[src/rtl/fp32_rx_frame_ctrl_if.sv]
// Byte-in / frame-out bundle for the fp32 frame controller.
// "master" is the controller side (drives byte_ready and the frame outputs);
// "slave" is the environment (byte receiver plus frame consumer).
interface fp32_rx_frame_ctrl_if #(
  parameter int NUM_BYTES = 12
);
  logic                     byte_valid;
  logic [7:0]               byte_data;
  logic                     byte_ready;
  logic                     frame_valid;
  logic                     frame_ready;
  logic [8*NUM_BYTES-1:0]   frame_data;
  logic                     timeout;
  logic                     overrun;
  logic [15:0]              frame_cnt;

  modport master (
    input  byte_valid, byte_data, frame_ready,
    output byte_ready, frame_valid, frame_data, timeout, overrun, frame_cnt
  );

  modport slave (
    output byte_valid, byte_data, frame_ready,
    input  byte_ready, frame_valid, frame_data, timeout, overrun, frame_cnt
  );
endinterface

[src/rtl/fp32_rx_frame_ctrl.sv]
// Assembles NUM_BYTES received bytes (little-endian) into one frame, holds it
// until the consumer takes it, and discards partial frames after an idle gap.
module fp32_rx_frame_ctrl #(
  parameter int NUM_BYTES    = 12,
  parameter int TIMEOUT_CLKS = 104160
) (
  input  logic                 CLK_I,
  input  logic                 RSTL_I,
  fp32_rx_frame_ctrl_if.master bus
);

  localparam logic [1:0] ST_IDLE    = 2'd0;
  localparam logic [1:0] ST_COLLECT = 2'd1;
  localparam logic [1:0] ST_HOLD    = 2'd2;

  localparam int TW = (TIMEOUT_CLKS > 2) ? $clog2(TIMEOUT_CLKS) : 1;
  localparam logic [TW-1:0] TMO_LAST = TW'(TIMEOUT_CLKS - 1);
  localparam logic [3:0]    LAST_IDX = 4'(NUM_BYTES - 1);

  logic [1:0]    state_reg, state_next;
  logic [3:0]    idx_reg, idx_next;
  logic [TW-1:0] tmo_reg, tmo_next;
  logic          timeout_reg, timeout_next;
  logic          overrun_reg, overrun_next;
  logic          byte_ready_reg;
  logic [15:0]   frame_cnt_reg;
  logic          wr_en;
  logic [3:0]    wr_idx;
  logic          handshake;

  // A frame leaves only while held and the consumer is ready.
  assign handshake = (state_reg == ST_HOLD) && bus.frame_ready;

  // Next-state, byte write strobe and pulse generation.
  always_comb begin
    state_next   = state_reg;
    idx_next     = idx_reg;
    tmo_next     = tmo_reg;
    timeout_next = 1'b0;
    overrun_next = 1'b0;
    wr_en        = 1'b0;
    wr_idx       = idx_reg;
    case (state_reg)
      ST_IDLE: begin
        if (bus.byte_valid) begin
          wr_en      = 1'b1;
          wr_idx     = 4'd0;
          idx_next   = 4'd1;
          tmo_next   = '0;
          state_next = ST_COLLECT;
        end
      end
      ST_COLLECT: begin
        // An arriving byte always wins over an expiring timeout.
        if (bus.byte_valid) begin
          wr_en    = 1'b1;
          idx_next = idx_reg + 4'd1;
          tmo_next = '0;
          if (idx_reg == LAST_IDX) begin
            state_next = ST_HOLD;
          end
        end else if (tmo_reg == TMO_LAST) begin
          timeout_next = 1'b1;
          idx_next     = 4'd0;
          tmo_next     = '0;
          state_next   = ST_IDLE;
        end else begin
          tmo_next = tmo_reg + TW'(1);
        end
      end
      ST_HOLD: begin
        if (bus.frame_ready) begin
          // A byte arriving on the handoff cycle starts the next frame.
          if (bus.byte_valid) begin
            wr_en      = 1'b1;
            wr_idx     = 4'd0;
            idx_next   = 4'd1;
            tmo_next   = '0;
            state_next = ST_COLLECT;
          end else begin
            idx_next   = 4'd0;
            state_next = ST_IDLE;
          end
        end else if (bus.byte_valid) begin
          overrun_next = 1'b1;
        end
      end
      default: begin
        idx_next   = 4'd0;
        tmo_next   = '0;
        state_next = ST_IDLE;
      end
    endcase
  end

  // Control state, index, idle counter and status pulses.
  always_ff @(posedge CLK_I or negedge RSTL_I) begin
    if (!RSTL_I) begin
      state_reg      <= ST_IDLE;
      idx_reg        <= 4'd0;
      tmo_reg        <= '0;
      timeout_reg    <= 1'b0;
      overrun_reg    <= 1'b0;
      byte_ready_reg <= 1'b0;
    end else begin
      state_reg      <= state_next;
      idx_reg        <= idx_next;
      tmo_reg        <= tmo_next;
      timeout_reg    <= timeout_next;
      overrun_reg    <= overrun_next;
      byte_ready_reg <= (state_next != ST_HOLD);
    end
  end

  // Handoff counter, only touched on a handshake so it wraps naturally.
  always_ff @(posedge CLK_I or negedge RSTL_I) begin
    if (!RSTL_I) begin
      frame_cnt_reg <= 16'd0;
    end else if (handshake) begin
      frame_cnt_reg <= frame_cnt_reg + 16'd1;
    end
  end

  // One register per frame byte; unwritten bytes keep their old contents.
  genvar gi;
  generate
    for (gi = 0; gi < NUM_BYTES; gi++) begin : g_byte
      logic [7:0] byte_reg;

      // Capture the incoming byte when it targets this slot.
      always_ff @(posedge CLK_I or negedge RSTL_I) begin
        if (!RSTL_I) begin
          byte_reg <= 8'd0;
        end else if (wr_en && (wr_idx == 4'(gi))) begin
          byte_reg <= bus.byte_data;
        end
      end

      assign bus.frame_data[8*gi +: 8] = byte_reg;
    end
  endgenerate

  assign bus.byte_ready  = byte_ready_reg;
  assign bus.frame_valid = (state_reg == ST_HOLD);
  assign bus.timeout     = timeout_reg;
  assign bus.overrun     = overrun_reg;
  assign bus.frame_cnt   = frame_cnt_reg;

endmodule
[src/flat_wrapper.sv]
// flat-port wrapper written by rule: the top's interface ports become plain ports
module fp32_rx_frame_ctrl_flat 
#(
  parameter int NUM_BYTES    = 12,
  parameter int TIMEOUT_CLKS = 104160
)
  (CLK_I, RSTL_I, bus_byte_valid, bus_byte_data, bus_frame_ready, bus_byte_ready, bus_frame_valid, bus_frame_data, bus_timeout, bus_overrun, bus_frame_cnt);
  fp32_rx_frame_ctrl_if #(.NUM_BYTES(NUM_BYTES)) bus_i ();
  input  logic CLK_I;
  input  logic RSTL_I;
  input wire logic [$bits(bus_i.byte_valid)-1:0] bus_byte_valid;
  input wire logic [$bits(bus_i.byte_data)-1:0] bus_byte_data;
  input wire logic [$bits(bus_i.frame_ready)-1:0] bus_frame_ready;
  output wire logic [$bits(bus_i.byte_ready)-1:0] bus_byte_ready;
  output wire logic [$bits(bus_i.frame_valid)-1:0] bus_frame_valid;
  output wire logic [$bits(bus_i.frame_data)-1:0] bus_frame_data;
  output wire logic [$bits(bus_i.timeout)-1:0] bus_timeout;
  output wire logic [$bits(bus_i.overrun)-1:0] bus_overrun;
  output wire logic [$bits(bus_i.frame_cnt)-1:0] bus_frame_cnt;
  assign bus_i.byte_valid = bus_byte_valid;
  assign bus_i.byte_data = bus_byte_data;
  assign bus_i.frame_ready = bus_frame_ready;
  assign bus_byte_ready = bus_i.byte_ready;
  assign bus_frame_valid = bus_i.frame_valid;
  assign bus_frame_data = bus_i.frame_data;
  assign bus_timeout = bus_i.timeout;
  assign bus_overrun = bus_i.overrun;
  assign bus_frame_cnt = bus_i.frame_cnt;
  fp32_rx_frame_ctrl #(.NUM_BYTES(NUM_BYTES), .TIMEOUT_CLKS(TIMEOUT_CLKS)) u_core (.CLK_I(CLK_I), .RSTL_I(RSTL_I), .bus(bus_i));
endmodule
[config.mk]
export PLATFORM = sky130hd
export DESIGN_NAME = fp32_rx_frame_ctrl_flat
export DESIGN_NICKNAME = d
export VERILOG_FILES = /design/src/rtl/fp32_rx_frame_ctrl_if.sv /design/src/rtl/fp32_rx_frame_ctrl.sv /design/src/flat_wrapper.sv
export SDC_FILE = /design/constraint.sdc
export NUM_CORES = 1
export LEC_CHECK = 0
export CAP_MARGIN = 5
export CELL_PAD_IN_SITES_DETAIL_PLACEMENT = 2
export CELL_PAD_IN_SITES_GLOBAL_PLACEMENT = 2
export CORE_MARGIN = 2
export CORE_UTILIZATION = 38
export CTS_BUF_LIST = sky130_fd_sc_hd__clkbuf_8
export DETAILED_ROUTE_END_ITERATION = 10
export PLACE_DENSITY_LB_ADDON = 0.1
export SYNTH_ARGS = -nofsm -noshare
export SYNTH_HDL_FRONTEND = slang
export SYNTH_SLANG_ARGS = --single-unit
[constraint.sdc]
create_clock -name CLK_I -period 3.1 [get_ports CLK_I]
set_input_delay 0.62 -clock CLK_I [delete_from_list [all_inputs] [get_ports CLK_I]]
set_output_delay 0.62 -clock CLK_I [all_outputs]
set_load 0.1 [all_outputs]
==> flow_summary.toml, run 1 <==
[status]
status = "complete, no violations"

[logic_synthesis]
yosysWarnings = 0
yosys.area_share.simple_pct = 12.05
synth-compound-area-share_pct = 4.917
synth_fa_ha_area_share_pct = 0.6442
yosys.area.top_type_share_pct = 59.27
netlist_instances = 435
synth.largest_area_cell = "dfrtp_1"
synthMuxAreaShare_pct = 18.94
synth_area_per_cell_sq_um = 13.40
syn_nets = 450
synth_seq_cells = 138
synth_xor_xnor_area_share_pct = 2.255
synth-edff-count = 0
seq_area_frac_synth_pct = 59.27
async_reset_ff_share_pct = 100.0
synth_top_family_by_area = "multiplexers"
syn_area_sq_um = 5827
synthTopCellsByArea = "dfrtp_1 59%, mux2_2 19%, nand3_1 2.1%, xnor2_1 1.7%, nand2_1 1.5%"
ys.flop_type = "dfrtp_1"
ys_types = 53

[floorplanning]
rows = 45
die_y_um = 127.8
placeableCoreArea_sq_um = 15090
pin_count = 128
die_area_sq_um = 16340
die_x_um = 127.8
initial_core_util_pct = 38.62

[sta]
fin_skew_ns = 0.007633
slew_viol_final = 0
fmax_mhz = 402.8
worst_pin_slew_ns = 0.8206
fin_crit_sh_pct = 80.09
slew_headroom_pct = 45.12
hold_viol = 0
layout_min_cycle_time_ns = 2.483
finalSetupTns_ns = 0
setup_viol = 0
rsz0062_at_grt = "false"

[finish]
area_delta_synth_final_pct = 27.42
largest_reg_flops = 96
multi_input_area_sq_um = 2261
nFillCells = 1507
final_nets = 584
layout-drive-gt1-share_pct = 46.39
regArea_sq_um = 3453
antenna_cells = 0
final_core_util_pct = 49.20

[drt]
first_iter_violations = 165
wirelength_mm = 16.51
vias = 4103
ant_nets = 0
wire_per_inst_um = 21.44
routed_via_density = 5.329
route.detailed.drc = 0
dr.pass1.iters = 4

[min_path]
hold_class = "in -> async"

[clocking]
cts_made_buffers = 17
htreeDepth = 4
clk_pin_slew_ns = 0.08
cts_tree = "done"
cts_hold_buf = 0
clkSinkCount = 138
post-cts-setup-buffers = 0
ctsResizeCount = 0
clk_latency_ns = 0.46
cts_root_buf = "clkbuf_8"
clockBufferDepth = 2

[place]
post-dp-hpwl_mm = 11.59
gp_congestion = 0.7850
io_buffers = 127

[global_route]
grt_pass1_wl_mm = 26.63
antenna_found_initial = 0
overflow = 0
grt_pass1_vias = 4642
track_usage_pct = 21.72
grt_max_degree = 73

[critical_path]
path_class = "reg -> out"
cp_data_arrival_time_ns = 1.86
slowest_delay_ns = 0.73
slowest_stage = "dfrtp_1"
startpoint_type = "flip-flop"
worstRegToRegCells = 5
required_ns = 2.48
path_max_fanout = 10
worstPathCellList = "nand2b_1 > inv_1 > buf_4"
endpoint_kind = "primary output"

[run]
cap_violations = 0
-- synth_stat cells, types with 2 or more instances --
cell	n
buf_4	2
a22o_1	3
nand2_2	2
and3_1	11
nand2b_1	3
nor2_1	8
nand4_1	7
ha_1	3
nor2b_1	2
buf_2	3
nor3_1	3
and4_1	4
nor3b_4	2
nand2_1	24
inv_1	8
clkbuf_1	13
nand3b_1	2
a21oi_1	10
or3_1	5
nand3_1	24
o2bb2ai_1	2
xor2_1	4
xnor2_1	11
mux2_2	98
dfrtp_1	138
a21o_1	4
o311ai_0	3
o21ai_0	11
-- final timing paths --
check                                   startpoint                            end  slack [ns]
min reg2reg                u_core.bus.frame_cnt[6]        u_core.bus.frame_cnt[6]        0.50
max in group asynchronous                   RSTL_I   u_core.g_byte[0].byte_reg[7]        2.27
max reg2reg                    u_core.state_reg[1]  u_core.g_byte[10].byte_reg[5]        0.82
max                            u_core.state_reg[1]                bus_frame_valid        0.62
min                                         RSTL_I        u_core.bus.frame_cnt[6]        0.04
min in group CLK_I         u_core.bus.frame_cnt[6]        u_core.bus.frame_cnt[6]        0.50
-- layout make-up --
type | count | share of cell area [%]
sequential | 138 | 46.51
multi-input combinational | 270 | 30.45
timing repair buffer | 133 | 14.00
tap | 188 | 3.168
clock buffer | 17 | 3.151
clock inverter | 15 | 2.258
inverter | 9 | 0.4550
-- worst max-delay path: cells and delay by family (launching register included) --
kind	cells	cell delay, ns
and+or+nand+nor	1	0.21
buffers and inverters	2	0.46
DFF	1	0.73
-- routing by layer --
| layer | vias to the layer above | global-route usage (%) | part of all wire [%] |
|---|---|---|---|
| li1 | 1823 | - | - |
| met1 | 2172 | 27.80 | 44 |
| met2 | 90 | 35.99 | 50 |
| met3 | 18 | 6.010 | 4.5 |
| met4 | 0 | 6.787 | 1.1 |
| met5 | - | 0 | 0 |
-- cell families after synthesis --
| family | after synthesis |
|---|---|
| and+or+nand+nor | 113 |
| xor gates and xnor gates | 15 |
| AOI/OAI and AO/OA | 41 |
| buffers and inverters | 27 |
| DFF | 138 |
| adders and majority gates | 3 |
| muxes | 98 |
-- cells in the final DEF (no fill, tap or decap), drive strengths merged, types with 3 or more instances in the layout --
cell type | synthesis | layout
a21o | 4 | 4
nor4 | 3 | 3
clkinvlp | 0 | 4
ha | 3 | 3
buf | 5 | 123
nand3b | 3 | 3
xor2 | 4 | 4
xnor2 | 11 | 11
nor3b | 4 | 4
clkbuf | 13 | 17
o311ai | 3 | 3
nand2b | 5 | 5
and4 | 4 | 4
or3 | 5 | 5
a22o | 3 | 3
nand4 | 8 | 8
mux2 | 98 | 98
nor2 | 9 | 9
and3 | 11 | 11
dfrtp | 138 | 138
clkinv | 0 | 5
nand3 | 24 | 24
nand2 | 26 | 26
nor3 | 3 | 3
inv | 9 | 13
a21oi | 11 | 11
clkdlybuf4s50 | 0 | 10
o21ai | 12 | 12
-- metrics by stage --
step | instances | setup slack [ns] | instance area, sq um | hold WS, ns
floorplan | 435 | 0.8822 | 5827 | 0.3244
global placement | 738 | 0.2846 | 7023 | 0.4636
detailed placement | 738 | 0.1934 | 7023 | 0.4864
CTS | 770 | 0.5609 | 7425 | 0.02959
global route | 770 | 0.4660 | 7425 | 0.03650
finish | 770 | 0.6172 | 7425 | 0.03602
Power of run 1 is not shown: default switching activity piles up to over one toggle a cycle in this logic, so the estimate is an artifact.
==> run 2, diff against run 1 <==
CORE_UTILIZATION = 32   (was 38)
clock period = 2.2 ns   (was 3.1 ns; I/O delays follow)
==> run 2 against run 1 <==
- critical path depth grew 4
- sequential share of layout area decreased by 2.7 points
- clock skew rose by 0.0040 ns
- first-iteration DRC count shrank 27%
==> flow_summary.toml, run 2 (same netlist as run 1, synthesis figures left out) <==
[global_route]
antenna_found_initial = 0
track_usage_pct = 18.24
overflow = 0
grt_max_degree = 53
grt_pass1_vias = 4748
grt_pass1_wl_mm = 27.57

[min_path]
hold_class = "reg -> reg"
min_delay_worst_endpoint = "u_core.bus.frame_cnt[2]"
min_path_cells = 1
hold_path_startpoint = "u_core.bus.frame_cnt[2]"

[drt]
wirelength_mm = 16.53
routed_via_density = 4.945
wire_per_inst_um = 19.58
route.detailed.drc = 0
first_iter_violations = 120
vias = 4174
dr.pass1.iters = 4
ant_nets = 0

[floorplanning]
die_x_um = 138.9
placeableCoreArea_sq_um = 17900
initial_core_util_pct = 32.55
die_y_um = 138.9
rows = 49
die_area_sq_um = 19300
pin_count = 128

[place]
dp_slack_ns = -0.1680
io_buffers = 127
post-dp-hpwl_mm = 11.83
place_inst = 813
gp_congestion = 0.7605

[clocking]
ctsResizeCount = 0
clk_pin_slew_ns = 0.08
cts_root_buf = "clkbuf_8"
cts_tree = "done"
clkSinkCount = 138
htreeDepth = 4
cts_made_buffers = 17
clockBufferDepth = 2
clk_latency_ns = 0.45
post-cts-setup-buffers = 0

[sta]
fin_skew_ns = 0.01163
slew_headroom_pct = 30.95
slew_viol_final = 0
layout_min_cycle_time_ns = 2.055
fmax_mhz = 486.7
setup_viol = 0
worst_pin_slew_ns = 1.036
hold_viol = 0
fin_crit_sh_pct = 93.39
rsz0062_at_grt = "false"
fin_ws_ns = 0.1454

[critical_path]
reg2reg_from = "u_core.tmo_reg[0]"
slowest_delay_ns = 0.41
endpoint_kind = "flip-flop"
slowest_stage = "dfrtp_1"
startpoint_type = "flip-flop"
path_buf_inv = 1
r2r_slack_ns = 0.15
critical_path.top_delay_family = "simple AND/OR/NAND/NOR gates"
path_class = "reg -> reg"
worstPathCellList = "ha_1 > and3_1 > and3_1 > a21o_1 > buf_12 > or3_1 > nand3_1"
cp_data_arrival_time_ns = 2.43
worstRegToRegCells = 7
required_ns = 2.57
r2r_end = "u_core.tmo_reg[16]"
path_max_fanout = 10
crit_top_cell = "and3_1"

[finish]
largest_reg_flops = 96
final_nets = 619
nFillCells = 1803
area_delta_synth_final_pct = 35.45
layoutNonFillerInstCount = 844
most-common-layout-cells = "145 x buf_4, 137 x dfrtp_1, 98 x mux2_2, 24 x nand2_1, 24 x nand3_1"
layout-drive-gt1-share_pct = 49.27
multi_input_area_sq_um = 2261
final_common_cell = "buf_4"
regArea_sq_um = 3455
antenna_cells = 0

[run]
cap_violations = 0

[status]
status = "complete, no violations"
==> run 2: worst reg2reg max path: stages, from the launching register on <==
cell and delay, ns:
dfrtp_1 0.41, ha_1 0.27, and3_1 0.22, and3_1 0.18, a21o_1 0.27, buf_12 0.17, or3_1 0.37, nand3_1 0.09
==> run 2: routing by layer <==
metal | wire length, um | up-vias | track usage [%]
li1 | - | 1895 | -
met1 | 7371 | 2171 | 23.77
met2 | 8192 | 91 | 30.05
met3 | 760 | 17 | 4.903
met4 | 201 | 0 | 5.263
met5 | 0 | - | 0
==> run 2: timing repair <==
action / 4_1_cts / 5_1_grt
hold buffers: 1 / 0
endpoints found under the setup margin: 0 / 0
hold endpoints to repair: 49 / 0
==> run 2: layout make-up <==
type                    count  share of cell area (%)
clock buffers              21                   3.662
clock inverters             9                   1.744
inverters                   9                  0.4280
multi-input cells         270                   28.65
flip-flops and latches    138                   43.77
well taps                 229                   3.630
repair buffers            168                   18.12
==> run 2: through the flow <==
step | cell area (sq um) | utilization (%) | hold WS (ns) | setup TNS (ns)
finish | 7893 | 44.09 | 0.5026 | 0
global route | 7893 | 44.09 | 0.5315 | 0
CTS | 7893 | 44.09 | 0.5088 | 0
detailed placement | 7456 | 41.65 | 0.4250 | -8.933
global placement | 7456 | 41.65 | 0.4175 | -6.038
floorplan | 5828 | - | 0.1444 | 0
==> run 2: how the worst max path moves through the flow <==
stage / slack [ns] / start / cells past startpoint / endpoint
after floorplan: 0.13 / u_core.bus.frame_cnt[5] / 5 / u_core.bus.frame_cnt[15]
after global placement: -0.12 / bus_frame_ready / 6 / u_core.g_byte[2].byte_reg[4]
after detailed placement: -0.17 / bus_byte_valid / 6 / u_core.g_byte[7].byte_reg[6]
after CTS: 0.11 / u_core.tmo_reg[0] / 7 / u_core.tmo_reg[16]
after global routing: 0.02 / u_core.tmo_reg[0] / 7 / u_core.tmo_reg[14]
final: 0.15 / u_core.tmo_reg[0] / 7 / u_core.tmo_reg[16]
Power of run 2 is left out for the same reason.
==> run 3, diff against run 2 <==
CAP_MARGIN = 0   (was 5)
CORE_MARGIN = 4   (was 2)
==> run 3 against run 2 <==
- die area rose by 5.8%
- hold slack got worse by 0.0098 ns
- non-clock buffer count shrank 2
- critical path depth did not move
- design area fell by 1.0%
- cell count stayed put
- sequential cell count unchanged
- first-iteration DRC count decreased by 25%
- register-to-register slack gained 0.04 ns
- setup slack better by 0.043 ns
- count of clock-buffer cells in the layout down 3
- critical path type unchanged
- critical endpoint is now u_core.tmo_reg[14]
- highest routed layer unchanged
==> flow_summary.toml, run 3 (same netlist as run 1, synthesis figures left out) <==
[sta]
fmax_mhz = 497.2
fin_skew_ns = 0.01204
setup_viol = 0
worst_pin_slew_ns = 1.103
slew_viol_final = 0
fin_crit_sh_pct = 91.42
hold_viol = 0
layout_min_cycle_time_ns = 2.011
rsz0062_at_grt = "false"
slew_headroom_pct = 26.48

[critical_path]
endpoint_kind = "flip-flop"
required_ns = 2.55
slowest_stage = "dfrtp_1"
slowest_delay_ns = 0.41
path_class = "reg -> reg"
path_max_fanout = 9
startpoint_type = "flip-flop"
cp_data_arrival_time_ns = 2.36
crit_top_cell = "and3_1"
worstPathCellList = "ha_1 > and3_1 > and3_1 > a21o_1 > buf_4 > or3_1 > o21ai_0"

[finish]
largest_reg_flops = 96
final_core_util_pct = 43.50
most-common-layout-cells = "144 x buf_4, 137 x dfrtp_1, 98 x mux2_2, 24 x nand2_1, 24 x nand3_1"
antenna_cells = 0
final_nets = 617
area_delta_synth_final_pct = 34.10
nFillCells = 1815
fin_area_sq_um = 7814
layout-drive-gt1-share_pct = 49.27
final_common_cell = "buf_4"

[clocking]
cts_made_buffers = 17
clockBufferDepth = 2
clk_latency_ns = 0.44
cts_tree = "done"
cts_root_buf = "clkbuf_8"
post-cts-setup-buffers = 0
clkSinkCount = 138
clk_pin_slew_ns = 0.08
htreeDepth = 4

[floorplanning]
initial_core_util_pct = 32.44
placeableCoreArea_sq_um = 17960
rows = 49
die_area_sq_um = 20430
die_y_um = 142.9
pin_count = 128
die_x_um = 142.9

[drt]
dr.pass1.iters = 4
routed_via_density = 4.922
ant_nets = 0
route.detailed.drc = 0
first_iter_violations = 90
wirelength_mm = 16.27
wire_per_inst_um = 19.28
vias = 4154

[global_route]
grt_pass1_wl_mm = 26.19
grt_pass1_vias = 4626
overflow = 0
track_usage_pct = 16.55
grt_max_degree = 54
antenna_found_initial = 0

[place]
io_buffers = 127
gp_congestion = 0.7204
dpl-instance-area_sq_um = 7428
post-dp-hpwl_mm = 11.88

[min_path]
hold_class = "reg -> reg"

[status]
status = "complete, no violations"

[run]
cap_violations = 0
==> run 3: cell count changes in the layout (fill, tap and decap cells not counted) <==
cell        before  now
inv_8            0    1
a21oi_1         10    9
inv_1            8    9
clkinvlp_4       1    2
clkinv_2         1    4
buf_4          145  144
clkinv_4         2    3
clkbuf_8        21   18
buf_12          11   10
a21oi_2          1    2
bufinv_16        3    1
==> run 3: per-layer routing <==
metal / vias up / part of all wire [%] / track usage [%]
met5: - / 0 / 0
met4: 0 / 0.74 / 3.752
met3: 10 / 5.2 / 4.253
met2: 91 / 50 / 27.74
met1: 2156 / 44 / 21.64
li1: 1897 / - / -
==> run 3: final timing paths <==
path,depth (start not counted),from,slack [ns],endpoint
hold / removal,1,u_core.bus.frame_cnt[15],0.49,u_core.bus.frame_cnt[15]
max in group asynchronous,3,RSTL_I,1.01,u_core.g_byte[4].byte_reg[5]
setup reg to reg,7,u_core.tmo_reg[0],0.19,u_core.tmo_reg[14]
min in group asynchronous,2,RSTL_I,0.51,u_core.bus.frame_cnt[9]
setup / recovery,7,u_core.tmo_reg[0],0.19,u_core.tmo_reg[14]
hold reg to reg,1,u_core.bus.frame_cnt[15],0.49,u_core.bus.frame_cnt[15]
==> run 3: layout make-up <==
| class | instances | area, sq um | area share [%] |
|---|---|---|---|
| flip-flops and latches | 138 | 3455 | 44.21 |
| multi-input cells | 270 | 2265 | 28.98 |
| repair buffers | 166 | 1403 | 17.95 |
| well taps | 229 | 286.5 | 3.667 |
| clock buffers | 18 | 247.7 | 3.171 |
| clock inverters | 14 | 123.9 | 1.585 |
| inverters | 9 | 33.78 | 0.4323 |
==> run 3: repair_timing <==
item                                   in CTS  in global routing
setup endpoints to repair                   0                  1
resized for setup                           0                  1
endpoints found under the hold margin      51                  0
hold buffers                                1                  0
==> run 3: metrics by stage <==
stage	worst slack, ns	instances	setup TNS (ns)	hold WS [ns]
6_report	0.1888	844	0	0.4928
5_1_grt	0.05674	844	0	0.5137
4_1_cts	0.1461	844	0	0.5017
3_5_place_dp	-0.2963	811	-8.902	0.4302
3_3_place_gp	-0.1369	811	-5.976	0.4219
2_1_floorplan	0.1273	435	0	0.1444
==> run 3: worst max-delay path: cells and delay by family, from the launching register on <==
| kind | cells | cell delay, ns |
|---|---|---|
| and+or+nand+nor | 3 | 0.75 |
| adders and majority gates | 1 | 0.27 |
| AOI/OAI and AO/OA | 2 | 0.31 |
| buffers and inverters | 1 | 0.18 |
| DFF | 1 | 0.41 |
Power of run 3 is left out for the same reason.
